--- config.mk ---
export PLATFORM = sky130hd
export DESIGN_NAME = bit_serial_comp
export DESIGN_NICKNAME = d
export VERILOG_FILES = /design/src/rtl/bsc_pkg.sv /design/src/rtl/bsc_bit_cell.sv /design/src/rtl/bit_serial_comp.sv
export SDC_FILE = /design/constraint.sdc
export NUM_CORES = 1
export LEC_CHECK = 0
export CAP_MARGIN = 20
export CORE_UTILIZATION = 45
export DETAILED_ROUTE_END_ITERATION = 10
export GPL_TIMING_DRIVEN = 0
export HOLD_SLACK_MARGIN = 0.06
export PLACE_DENSITY = 0.72
export SYNTH_ARGS = -nofsm -noshare
export SYNTH_HDL_FRONTEND = slang
export SYNTH_SLANG_ARGS = --single-unit
export TNS_END_PERCENT = 30
--- constraint.sdc ---
create_clock -name clk -period 1.3 [get_ports clk]
set_input_delay 0.39 -clock clk [delete_from_list [all_inputs] [get_ports clk]]
set_output_delay 0.39 -clock clk [all_outputs]
set_load 0.1 [all_outputs]
--- src/rtl/bsc_pkg.sv ---
// Shared types and helpers for the MSB-first bit-serial magnitude comparator.
package bsc_pkg;

  localparam int BSC_W_DEFAULT = 4;

  typedef enum logic [1:0] {
    IDLE,
    SHIFT,
    DONE
  } bsc_state_t;

  // Bit counter must hold the value W itself, hence W+1 distinct values.
  function automatic int cnt_width(input int w);
    return (w < 1) ? 1 : $clog2(w + 1);
  endfunction

endpackage

--- src/rtl/bsc_bit_cell.sv ---
// One MSB-first comparison step: the first differing bit decides, later bits are ignored.
module bsc_bit_cell
  import bsc_pkg::*;
(
  input  logic xb,
  input  logic yb,
  input  logic g_in,
  input  logic l_in,
  output logic g_out,
  output logic l_out
);

  // A decision already made (g_in or l_in) blocks the opposite flag, keeping g/l exclusive.
  assign g_out = g_in | (~l_in & xb & ~yb);
  assign l_out = l_in | (~g_in & ~xb & yb);

endmodule

--- src/rtl/bit_serial_comp.sv ---
// Bit-serial unsigned magnitude comparator with valid/ready operand and result handshakes.
// Optional macro BSC_EARLY_EXIT_EN ends the serial scan at the first differing bit.
module bit_serial_comp
  import bsc_pkg::*;
#(
  parameter int W = BSC_W_DEFAULT
) (
  input  logic         clk,
  input  logic         rst_n,
  input  logic         in_valid,
  output logic         in_ready,
  input  logic [W-1:0] x,
  input  logic [W-1:0] y,
  output logic         out_valid,
  input  logic         out_ready,
  output logic         g,
  output logic         l
);

  localparam int CW = cnt_width(W);

  if (W < 1) begin : g_bad_w
    $error("bit_serial_comp: W must be >= 1");
  end

  bsc_state_t    state_q, state_d;
  logic [W-1:0]  xs_q, ys_q;
  logic [CW-1:0] cnt_q;
  logic          g_q, l_q;
  logic          cell_g, cell_l;
  logic          accept;

  bsc_bit_cell u_cell (
    .xb   (xs_q[W-1]),
    .yb   (ys_q[W-1]),
    .g_in (g_q),
    .l_in (l_q),
    .g_out(cell_g),
    .l_out(cell_l)
  );

  assign in_ready  = (state_q == IDLE);
  assign out_valid = (state_q == DONE);
  assign g         = g_q;
  assign l         = l_q;
  assign accept    = in_valid && in_ready;

  // NOTE: state_d is assigned before the case so no path leaves it unassigned (no latch).
  always_comb begin
    state_d = state_q;
    unique case (state_q)
      IDLE:  if (accept) state_d = SHIFT;
      SHIFT: begin
        if (cnt_q == CW'(1)) state_d = DONE;
`ifdef BSC_EARLY_EXIT_EN
        if (!g_q && !l_q && (cell_g || cell_l)) state_d = DONE;
`endif
      end
      DONE:  if (out_ready) state_d = IDLE;
      default: state_d = IDLE;
    endcase
  end

  // NOTE: non-blocking assignments so every register sees pre-edge values of the others.
  always_ff @(posedge clk or negedge rst_n) begin
    if (!rst_n) begin
      state_q <= IDLE;
      xs_q    <= '0;
      ys_q    <= '0;
      cnt_q   <= '0;
      g_q     <= 1'b0;
      l_q     <= 1'b0;
    end else begin
      state_q <= state_d;
      case (state_q)
        IDLE: begin
          if (accept) begin
            xs_q  <= x;
            ys_q  <= y;
            cnt_q <= CW'(W);
            g_q   <= 1'b0;
            l_q   <= 1'b0;
          end
        end
        SHIFT: begin
          g_q  <= cell_g;
          l_q  <= cell_l;
          xs_q <= xs_q << 1;
          ys_q <= ys_q << 1;
          if (cnt_q != '0) cnt_q <= cnt_q - CW'(1);
        end
        default: ;
      endcase
    end
  end

endmodule

==> flow_summary.yaml <==
outcome:
  status: "finished, violations left"
  violations: "setup timing"
sta:
  fmax_mhz: 622
  period_needed_ns: 1.61
  slew-limit-headroom_pct: 54.0
  worst_slew_pin_slew_ns: 0.688
  slew_viol_final: 0
  hold_viol: 0
  clock_skew_ns: 0.00277
  fin_tns_setup_ns: -0.553
  whs_ns: 0.497
  setup_viol: 4
  worst_slack_ns: -0.307
  min_period_over_period_pct: 124
  grt_setup_unrepaired: "true"
clocking:
  clkLatencyLatePin_ns: 0.28
  tritoncts: "built"
  htree_num_levels: 1
  ctsHoldBuffers: 0
  ctsRootBufferMaster: "clkbuf_4"
  numCtsBuffers: 3
  clock_path_buffers: 2
  path_clk_slew_ns: 0.09
  cts.sinks: 15
worst_setup_path:
  r2r_cells: 7
  slowest_stage: "dfrtp_1"
  startpoint: "state_q[0]"
  crit-reg2reg-launch: "cnt_q[1]"
  slowest_delay_ns: 0.38
  crit_chain: "buf_6 > clkbuf_16 > nor2_4 > buf_12"
  start_kind: "register"
  r2r-end: "cnt_q[2]"
  worstSetupEndpointType: "output port"
  worstPathArrival_ns: 1.22
  crit_end: "in_ready"
  ff2ff_setup_slack_ns: -0.03
  criticalPathCategory: "register to output port"
  crit_required_ns: 0.91
  crit_fanout: 4
power_and_ir_drop:
  intPower_w: 0.00185
  switchingPower_w: 0.00144
  vdd_drop_max_v: 0.00137
  p_sw_share_pct: 43.8
  seq_power_share_pct: 25.5
  power_leakage_nw: 0.589
  power_density_nw_per_um2: 2580
  combPwrFrac_pct: 66.3
  clock_power_share_pct: 8.2
synthesis:
  synthCells: 87
  syn_nets: 102
  synth_top_area_share_pct: 43.7
  ys_types: 26
  synthTopCellsByCount: "dfrtp_1, o21ai_0, a21oi_1"
  syn-cell-area_sq_um: 858
  ys.flop_type: "dfrtp_1"
  async_flop_share_pct: 100
  synth_edf_count: 0
  synth-seq-cells: 15
  yosys_warnings: 0
  yosysMostFrequentCell: "dfrtp_1"
  avgSynthCellArea_sq_um: 9.87
  ys_top_cells_by_area: "dfrtp_1, o21ai_0, a21oi_1, a22oi_1, and2b_1"
  synth_seq_area_share_pct: 43.7
  post-synth-top-area-cell: "dfrtp_1"
global_routing:
  grt_pass1_vias: 739
  antenna_found_initial: 0
  track_usage_pct: 24.3
  grt_pass1_wl_microns: 3480
  grt_max_degree: 16
  grt_overflow_total: 0
finish:
  register_area_sq_um: 377
  area_growth_syn_to_layout_pct: 49.0
  layout-drive-gt1-share_pct: 32.5
  nFillCells: 143
  final_util_pct: 72.5
  antenna_cells: 0
  layout.nets: 133
  multi_input_area_sq_um: 477
floorplan:
  core_sq_um: 1760
  die-area_sq_um: 2090
  start_util_pct: 48.7
  io_pins: 16
  rows: 15
  die_w_microns: 45.7
  fp.dieH_microns: 45.7
placement:
  dpl_worst_slack_ns: -0.943
  gp_congestion: 0.694
  hpwl_microns: 1260
  port-buffer-count: 15
route:
  ant_nets: 0
  wl_per_cell_microns: 15.1
  drc: 0
  drtIter0Drc: 5
  via_per_inst: 5.23
  wl_microns: 2140
  vias: 742
  first_pass_iters: 4
min_path:
  hold_path_class: "register to register"
job:
  maxCapViolCount: 0
cell type report:
class,instances,area share [%]
tap,25,2.45
inverter,6,1.76
timing repair buffer,28,22.4
multi-input combinational,60,37.3
sequential,15,29.5
clock buffer,4,2.05
buffer,4,4.60
cell families after synthesis:
group	count (synthesis)	share of synthesized area [%]
AOI/OAI and AO/OA	32	22.5
and+or+nand+nor	23	18.5
DFF	15	43.7
buffers and inverters	12	7.87
adders and majority gates	3	4.37
muxes	2	3.06
state kept, by name (all words and copies together) (netlist names):
name	count
state_q	2
ys_q	4
xs_q	4
g	1
l	1
cnt_q	3
worst min path at each step:
stage / start / to / slack [ns] / cells past startpoint
global placement: xs_q[1] / xs_q[1] / 0.47 / 2
detailed placement: xs_q[1] / xs_q[1] / 0.48 / 2
floorplan: rst_n / cnt_q[0] / 0.09 / 0
global route: xs_q[1] / xs_q[1] / 0.52 / 2
CTS: xs_q[1] / xs_q[1] / 0.50 / 2
finish: xs_q[1] / xs_q[1] / 0.50 / 2
stage by stage:
step | instances | power [W] | instance area [sq um]
finish | 142 | 0.00329 | 1280
global route | 142 | 0.00350 | 1280
CTS | 143 | 0.00318 | 1250
detailed placement | 127 | 0.00241 | 1070
global placement | 127 | 0.00235 | 1070
floorplan | 87 | 0.00206 | 887
routing by layer:
layer	track usage, %	part of all wire (%)
met1	30.1	45
met2	39.7	51
met3	7.14	2.9
met4	9.09	0.84
met5	0	0
critical path: cells and delay by family, from the launching register on:
family	cells	cell delay [ns]
DFF	1	0.38
and+or+nand+nor	1	0.09
buffers and inverters	3	0.45
what timing repair did:
action | CTS | global route
gates resized for setup | 49 | 10
endpoints found under the setup margin | 17 | 15
pin swaps | 4 | 4
gates cloned | 0 | 0
setup buffers | 12 | 1
power by group through the flow:
stage / combinational [W] / sequential, W / clock [W]
3_3_place_gp: 0.00154 / 0.000814 / 0
5_1_grt: 0.00233 / 0.000865 / 0.000301
2_1_floorplan: 0.00107 / 0.000989 / 0
4_1_cts: 0.00210 / 0.000805 / 0.000277
6_report: 0.00218 / 0.000840 / 0.000269
3_5_place_dp: 0.00158 / 0.000828 / 0
placed cells by master, fill, tap and decap left out, types with 2 or more instances in the layout:
cell type	instances
mux2_4	2
inv_2	2
nor2b_4	2
clkbuf_4	3
a22o_1	2
nand2_1	3
o21ai_1	7
buf_4	14
dfrtp_1	14
o21ai_0	6
and2b_1	5
a22oi_1	4
inv_1	4
nor2_1	4
ha_4	2
a21oi_1	8
buf_12	4
clkdlybuf4s50_1	10
nor2b_1	3
No activity file was read; power rests on OpenSTA's default activity.
